[config.mk]
export PLATFORM = sky130hd
export DESIGN_NAME = emif_write
export DESIGN_NICKNAME = d
export VERILOG_FILES = /design/src/rtl/emif_write_pkg.sv /design/src/rtl/emif_write_sync2.sv /design/src/rtl/emif_write.sv
export SDC_FILE = /design/constraint.sdc
export NUM_CORES = 1
export LEC_CHECK = 0
export BUFFER_PORTS_ARGS = -buffer_cell sky130_fd_sc_hd__buf_2
export CAP_MARGIN = 20
export CORE_MARGIN = 10
export CORE_UTILIZATION = 49
export CTS_BUF_LIST = sky130_fd_sc_hd__clkbuf_8 sky130_fd_sc_hd__clkbuf_16
export DETAILED_ROUTE_END_ITERATION = 6
export GPL_TIMING_DRIVEN = 0
export PLACE_DENSITY_LB_ADDON = 0.3
export REMOVE_ABC_BUFFERS = 1
export SLEW_MARGIN = 20
export SYNTH_ARGS = -nofsm -noshare
export SYNTH_HDL_FRONTEND = slang
export SYNTH_SLANG_ARGS = --single-unit
[constraint.sdc]
create_clock -name clk -period 3.2 [get_ports clk]
set_input_delay 0.48 -clock clk [delete_from_list [all_inputs] [get_ports clk]]
set_output_delay 0.48 -clock clk [all_outputs]
set_load 0.005 [all_outputs]
[src/rtl/emif_write_pkg.sv]
// Shared EMIF definitions: FSM encodings, bus defaults and the status-word address map.
// Used by the FPGA->MCU return path and by the MCU->FPGA capture path.
package emif_write_pkg;

  localparam int          EMIF_ADDR_W   = 13;
  localparam logic [15:0] EMIF_BAD_DATA = 16'hDEAD;

  localparam logic [1:0] S_IDLE  = 2'd0;
  localparam logic [1:0] S_WAIT  = 2'd1;
  localparam logic [1:0] S_DRIVE = 2'd2;

  // Status-word address map shared with the capture path
  localparam int ADDR_ENC_POS  = 0;
  localparam int ADDR_ENC_VEL  = 1;
  localparam int ADDR_ENC_STAT = 2;
  localparam int ADDR_ENC_MODE = 3;
  localparam int ADDR_FAULT    = 4;

  function automatic logic addr_in_range(input logic [31:0] a, input int n);
    return a < 32'(n);
  endfunction

endpackage

[src/rtl/emif_write_sync2.sv]
// Generic two-flop synchroniser, parameterised by width; shared with the capture path.
module emif_write_sync2 #(
  parameter int W = 1
) (
  input  logic         clk,
  input  logic         rst_n,
  input  logic [W-1:0] d,
  output logic [W-1:0] q
);

  logic [W-1:0] meta;

  always_ff @(posedge clk or negedge rst_n) begin
    if (!rst_n) begin
      meta <= '0;
      q    <= '0;
    end else begin
      meta <= d;
      q    <= meta;
    end
  end

endmodule

[src/rtl/emif_write.sv]
// EMIF read-return path: drives a selected status word onto the EMIF bus after a read strobe.
// Optional EMIF_WORD_LATCH_EN adds a shadow giving 32-bit coherent reads of word pairs (2n, 2n+1).
module emif_write
  import emif_write_pkg::*;
#(
  parameter int          ADDR_W    = EMIF_ADDR_W,
  parameter int          NUM_REGS  = 8,
  parameter int          DRIVE_DLY = 5,
  parameter logic [15:0] BAD_DATA  = EMIF_BAD_DATA
) (
  input  logic                   clk,
  input  logic                   rst_n,
  input  logic                   rd_en,
  input  logic [ADDR_W-1:0]      emif_addr,
  input  logic [16*NUM_REGS-1:0] status_bus,
  output logic [15:0]            data_out,
  output logic                   data_oe,
  output logic                   rd_done,
  output logic                   addr_err
);

  localparam int CNT_W = $clog2(DRIVE_DLY + 1);
  localparam int IDX_W = (NUM_REGS > 1) ? $clog2(NUM_REGS) : 1;

  logic                          rd_s;
  logic [ADDR_W-1:0]             addr_s;
  logic [ADDR_W-1:0]             addr_l;
  logic [1:0]                    state;
  logic [CNT_W-1:0]              cnt;
  logic [NUM_REGS-1:0][15:0]     words;
  logic [IDX_W-1:0]              idx;
  logic                          in_range;
  logic                          load;
  logic [15:0]                   sel_word;

  emif_write_sync2 #(.W(1)) u_sync_rd (
    .clk(clk), .rst_n(rst_n), .d(rd_en), .q(rd_s)
  );

  emif_write_sync2 #(.W(ADDR_W)) u_sync_addr (
    .clk(clk), .rst_n(rst_n), .d(emif_addr), .q(addr_s)
  );

  assign words    = status_bus;
  assign idx      = addr_l[IDX_W-1:0];
  // Full-width unsigned compare so high address bits never alias onto a valid word
  assign in_range = addr_in_range(32'(addr_l), NUM_REGS);
  assign load     = (state == S_WAIT) && rd_s && (cnt == CNT_W'(DRIVE_DLY - 1));

`ifdef EMIF_WORD_LATCH_EN
  logic [15:0]      shadow;
  logic [IDX_W-1:0] idx_odd;
  logic             pair_ok;

  assign idx_odd = idx | IDX_W'(1);
  assign pair_ok = addr_in_range(32'(idx_odd), NUM_REGS);

  // Odd words always come from the snapshot taken by the preceding even read
  always_comb begin
    sel_word = words[idx];
    if (addr_l[0]) sel_word = shadow;
  end

  always_ff @(posedge clk or negedge rst_n) begin
    if (!rst_n)
      shadow <= '0;
    else if (load && in_range && !addr_l[0])
      shadow <= pair_ok ? words[idx_odd] : '0;
  end
`else
  assign sel_word = words[idx];
`endif

  always_ff @(posedge clk or negedge rst_n) begin
    if (!rst_n) begin
      state    <= S_IDLE;
      cnt      <= '0;
      addr_l   <= '0;
      data_out <= '0;
      data_oe  <= 1'b0;
      rd_done  <= 1'b0;
      addr_err <= 1'b0;
    end else begin
      rd_done <= 1'b0;
      case (state)
        S_IDLE: begin
          if (rd_s) begin
            state  <= S_WAIT;
            cnt    <= CNT_W'(1);
            addr_l <= addr_s;
          end
        end
        S_WAIT: begin
          if (!rd_s) begin
            state <= S_IDLE;
            cnt   <= '0;
          end else if (load) begin
            state    <= S_DRIVE;
            cnt      <= '0;
            data_oe  <= 1'b1;
            data_out <= in_range ? sel_word : BAD_DATA;
            if (!in_range) addr_err <= 1'b1;
          end else begin
            cnt <= cnt + CNT_W'(1);
          end
        end
        S_DRIVE: begin
          // Word stays frozen until the strobe drops
          if (!rd_s) begin
            state    <= S_IDLE;
            data_oe  <= 1'b0;
            data_out <= '0;
            rd_done  <= 1'b1;
          end
        end
        default: state <= S_IDLE;
      endcase
    end
  end

endmodule

==> results of run 1 <==
==> worst paths after layout <==
path / endpoint / startpoint / cells after the start
max in group asynchronous: addr_l[1] / rst_n / 1
worst max-delay path: data_out[2] / addr_l[0] / 4
worst max register to register: data_out[2] / addr_l[0] / 4
min in group clk: u_sync_addr.meta[3] / emif_addr[3] / 1
worst min register to register: u_sync_addr.q[11] / u_sync_addr.meta[11] / 0
worst min-delay path: u_sync_addr.q[11] / rst_n / 1
==> routing by layer <==
metal | track usage | up-vias
met3 | 0.06447 | 10
li1 | - | 1176
met5 | 0 | -
met4 | 0.06196 | 0
met2 | 0.2767 | 124
met1 | 0.1915 | 1197
==> report_power, final <==
group	leakage, uW	internal, uW	switching (uW)	total, uW
clock	0.000118	426	280	705
sequential	0.000788	947	110	1060
combinational	0.00120	377	224	601
==> placed cells by master (no fill, tap or decap), drive strengths merged <==
master	n
buf	163
dfrtp	65
mux2	40
mux4	21
nor2b	13
o22ai	11
nor3	11
a211o	11
clkbuf	9
inv	7
a22o	6
nor2	5
nand2b	2
a32o	2
nand3	2
o21ai	2
nor4	2
or2	2
ha	2
bufinv	2
diode	1
nor3b	1
a31oi	1
and2b	1
o21bai	1
a22oi	1
nand4	1
nand3b	1
nand2	1
clkinv	1
==> cell families after synthesis <==
logic type	Yosys count
buffers and inverters	20
AND/OR/NAND/NOR	42
flip-flops	65
multiplexers	61
AO/OA/AOI/OAI	35
adder cells (fa/ha/maj)	2
==> worst register-to-register path, cell delays in order, from the launching register on <==
cell and delay, ps:
dfrtp_1 1000, nand2b_1 470, o22ai_1 340, nor3_1 70
a211o_1 270
==> per-stage QoR <==
step	utilization	hold WS, ps	instance area [sq um]
after floorplan	-	184.4	3097
after global placement	0.6305	332.0	4004
after detailed placement	0.6347	334.7	4030
after CTS	0.6668	229.7	4234
after global routing	0.6672	227.3	4237
final	0.6676	228.1	4239
==> state kept, by name (all words and copies together) (netlist names) <==
| name | count |
|---|---|
| u_sync_addr.meta | 13 |
| u_sync_rd.meta | 1 |
| data_out | 16 |
| addr_l | 13 |
| data_oe | 1 |
| state | 2 |
| addr_err | 1 |
| u_sync_addr.q | 13 |
| rd_done | 1 |
| u_sync_rd.q | 1 |
| cnt | 3 |
==> cell type report <==
cell class,instances,area share
Antenna cell,1,0.0005903
Tap cell,77,0.02273
Sequential cell,65,0.3840
Timing Repair Buffer,163,0.1966
Multi-Input combinational cell,140,0.3453
Inverter,3,0.002656
Clock buffer,9,0.02922
Clock inverter,7,0.01889
==> run summary, run 1 <==
CORE AREA: 0.006350 sq mm
Mux cell area share after synthesis: 0.2892
Worst VDD drop: 0.3701 mV
Iter 0 DRT Violations: 86
CP required: 3420 ps
Die W: 100.7 um
Synth area leader: dfrtp_1
Setup bufs post-CTS: 0
Pwr/cell area: 557.6 mW/mm^2
Drt pass-1 iters: 4
Post-CTS Hold Buffers: 0
Tot Pwr: 2364 uW
Root buffer cell: clkbuf_8
Nets: 528
Sequential Area: 0.001628 sq mm
Family with the most delay on the worst path: flip-flops
Critical path launch point type: register
Slew @ Worst Pin: 1005 ps
I/O Buffers: 162
Status: complete, no violations
I/O Pins: 163
Cells after DPL: 448
Fin crit period: 2266 ps
M1 WL: 3.262 mm
RSZ-0062 raised after global routing: false
Largest family of logic cells by synthesized area: multiplexers
Worst min-delay path class: primary input to async pin
P_leak: 0.002105 uW
Crit. End Element: register
Total GRT Usage: 0.1672
Fillcell total: 498
Synth Area in Simple Gates: 0.07563
Routed length per instance: 18.88 um
Via count: 2507
Worst reg2reg setup slack: 930 ps
Layout cells sized above 1: 0.6253
Post-synth design cell area: 0.003193 sq mm
Vias per cell: 5.391
Routed wl met3: 964 um
Synth cell count leaders: dfrtp_1 (65), mux2_2 (40), mux4_2 (21)
Area of the multi-input gates: 0.001464 sq mm
Synth top area share: 0.5094
HPWL Detailed: 7.032 mm
CTS Buf Count: 9
Setup_tns: 0 ps
Fmax: 0.4413 GHz
# rows: 29
Final hold vios: 0
Met2 WL: 4.477 mm
H-tree Lvls: 3
Area contributors post-synth: dfrtp_1 (51%), mux4_2 (15%), mux2_2 (14%)
Die H: 100.7 um
Final WL: 8.780 mm
Setup WS pre-CTS: 853.8 ps
CP Data Arrival Time: 2480 ps
Vias in the first global route: 2678
Clock Skew: 8.127 ps
Xor/xnor share of the synthesized area: 0
Leading register cell type out of synthesis: dfrtp_1
Fin crit share: 0.7081
Final Worst Setup Slack: 934.2 ps
Setup Crit Path Kind: register to register
ANT nets after route: 0
Cells after Synth: 225
Slew HR: 0.3301
Reg clk slew, reported paths: 70 ps
Adder-cell area share of the yosys netlist: 0.007837
CTS tree: yes
Final Max Tran Viols: 0
Syn avg cell area: 14.19 sq um
Final setup fails: 0
Synth cell types: 30
Post-synth EDFFs: 0
Worst skew pair latency: 330 ps
Max Cap Viol: 0
Synth Area in Compound Gates: 0.08425
Largest net degree at the start of global routing: 66
Most common cell in the netlist: dfrtp_1
Top Layer Used: met4
Slowest stage delay, CP: 1000 ps
CP cell instances: nand2b_1, o22ai_1, nor3_1, a211o_1
Seq/Total Area, Yosys: 0.5094
Maximum clock path buffer count: 2
Routability congestion estimate: 0.7951
Initial Util: 0.5029
Final non-filler cell total: 465
Antenna violations before repair: 1
Synthesis Warnings: 0
CP Max Fanout: 19
#FFs+latches synth: 65
Slowest cell on the critical path: dfrtp_1
First-pass GRT wire length: 13.47 mm
Ys async rst share: 1.000
Drc violations: 0
Synth-to-layout area growth: 32.76%
Worst path bufs/invs: 0
Clock sinks: 65
Die Footprint: 0.01015 sq mm
Remaining Overflow, GRT: 0
PostCTS Resize Cnt: 0
Power figures use the tool's default switching activity.
==> inputs of run 2 (changes only) <==
- CORE_UTILIZATION: 49 -> 46
- clock period: 3.2 -> 2.1 ns (I/O delays scaled with it)
==> run 2 against run 1 <==
- first-iteration DRC count increased by 15%
- design area increased by 0.21%
- combinational power is 50% higher
- global-route usage about the same
- utilization down 3.9 points
- non-clock buffer count unchanged
- register-to-register slack got worse by 770 ps
- highest routed layer unchanged
- sequential power grew 52%
- largest power group unchanged
==> run summary, run 2 (synthesis results as in run 1) <==
ANT nets after route: 0
Antenna violations before repair: 0
I/O Buffers: 162
Critical path launch point type: register
Met2 usage: 0.2882
Top reg by flops: data_out
CTS tree: yes
Synth-to-layout area growth: 33.03%
Nets: 528
Final Worst Setup Slack: 163.2 ps
CORE AREA: 0.006756 sq mm
Max Cap Viol: 0
Die H: 103.3 um
Clk pwr share: 0.289
Sequential Power Share: 0.456
CTS Buf Count: 9
Crit. End Element: register
GRT Max-Usage Layer: met2
Commonest non-fill, non-tap cell in the layout: buf_2
Internal: 2588 uW
First-pass GRT wire length: 13.76 mm
Die W: 103.3 um
Setup_tns: 0 ps
Final setup fails: 0
Smallest hold slack: 60.41 ps
Worst skew pair latency: 330 ps
CP Max Fanout: 16
Final Max Tran Viols: 0
Total GRT Usage: 0.1669
Remaining Overflow, GRT: 0
Vias in the first global route: 2886
Clock Skew: 6.712 ps
Slew @ Worst Pin: 773.1 ps
Largest net degree at the start of global routing: 66
Fmax: 0.5163 GHz
Max reg flops: 16
Die Footprint: 0.01067 sq mm
Worst VDD drop: 0.5183 mV
H-tree Lvls: 3
Pwr/cell area: 834.0 mW/mm^2
Drt pass-1 iters: 4
Via count: 2538
Sw frac: 0.2695
Routability congestion estimate: 0.8044
RSZ-0062 raised after global routing: false
Clock sinks: 65
Setup WS pre-CTS: -357.5 ps
Worst reg2reg path startpoint: cnt[0]
CP Data Arrival Time: 2200 ps
Final hold vios: 0
Root buffer cell: clkbuf_8
Maximum clock path buffer count: 2
Routed length per instance: 18.87 um
Worst Reg-to-Reg Cells: 5
Fin crit period: 1937 ps
Reg clk slew, reported paths: 70 ps
Combinational power share: 0.255
Layout cells sized above 1: 0.6399
Met3 Use GR: 0.06711
Net switching power: 954.8 uW
Worst reg2reg setup slack: 160 ps
Final WL: 8.811 mm
Commonest cells after routing, fill and taps aside: buf_2 (161), dfrtp_1 (62), mux2_2 (40)
Setup Crit Path Kind: register to register
Drc violations: 0
Fin crit share: 0.9223
I/O Pins: 163
Iter 0 DRT Violations: 99
HPWL Detailed: 6.885 mm
Met1 Track Usage GR: 0.1809
Worst min-delay path class: primary input to async pin
P_leak: 0.002085 uW
Post-layout util: 0.6287
Slew HR: 0.4846
Initial Util: 0.4726
CP required: 2360 ps
Vias per cell: 5.435
RR Endpoint: data_out[4]
Status: complete, no violations
# rows: 30
Post-CTS Hold Buffers: 0
-- run 2: changes by cell type in the layout (fill, tap and decap cells not counted), sizes merged --
cell      before  now
clkinvlp       0    2
clkbuf         9   10
inv            7    4
bufinv         2    1
-- run 2: power by group through the flow --
stage          Clock (uW)  Combinational, uW  Sequential, uW
2_1_floorplan           0                506            1630
3_3_place_gp            0                869            1650
3_5_place_dp            0                916            1640
4_1_cts              1060                925            1620
5_1_grt              1150                995            1650
6_report             1020                904            1610
-- run 2: worst max-delay path, cell delays in order, from the launching register on --
cell and delay, ps:
dfrtp_1 360, inv_1 90, ha_1 270, nand4_4 250, nor2b_2 630, a22o_1 250
-- run 2: final cells by class --
class	instances	area (sq um)
sequential	65	1630
timing repair buffer	163	833.3
clock inverter	5	57.56
fill	580	2509
inverter	3	11.26
antenna	1	2.502
multi-input combinational	140	1475
clock buffer	10	137.6
tap	80	100.1
-- run 2: worst max path at each step --
stage,from,depth (start not counted),end
6_report,cnt[0],5,data_out[4]
3_5_place_dp,cnt[0],5,data_out[6]
3_3_place_gp,addr_l[1],3,data_out[1]
5_1_grt,addr_l[0],4,data_out[5]
4_1_cts,state[1],3,addr_l[0]
2_1_floorplan,addr_l[1],3,data_out[13]
-- run 2: timing repair --
| action | in CTS | in global routing |
|---|---|---|
| setup buffers | 0 | 0 |
| endpoints found under the setup margin | 17 | 2 |
| pin swaps | 0 | 0 |
| resized for setup | 4 | 1 |
-- run 2: through the flow --
step,instance area (sq um),cells,power (uW)
after global routing,4245,466,3791
after detailed placement,4031,451,2554
final,4248,467,3543
after CTS,4242,466,3598
after floorplan,3097,208,2138
after global placement,4008,450,2520
-- run 2: routing by layer --
metal  part of all wire  vias to the layer above
met5                  0                        -
met3              0.080                       14
met2               0.53                      109
met1               0.37                     1237
met4              0.020                        0
li1                   -                     1178
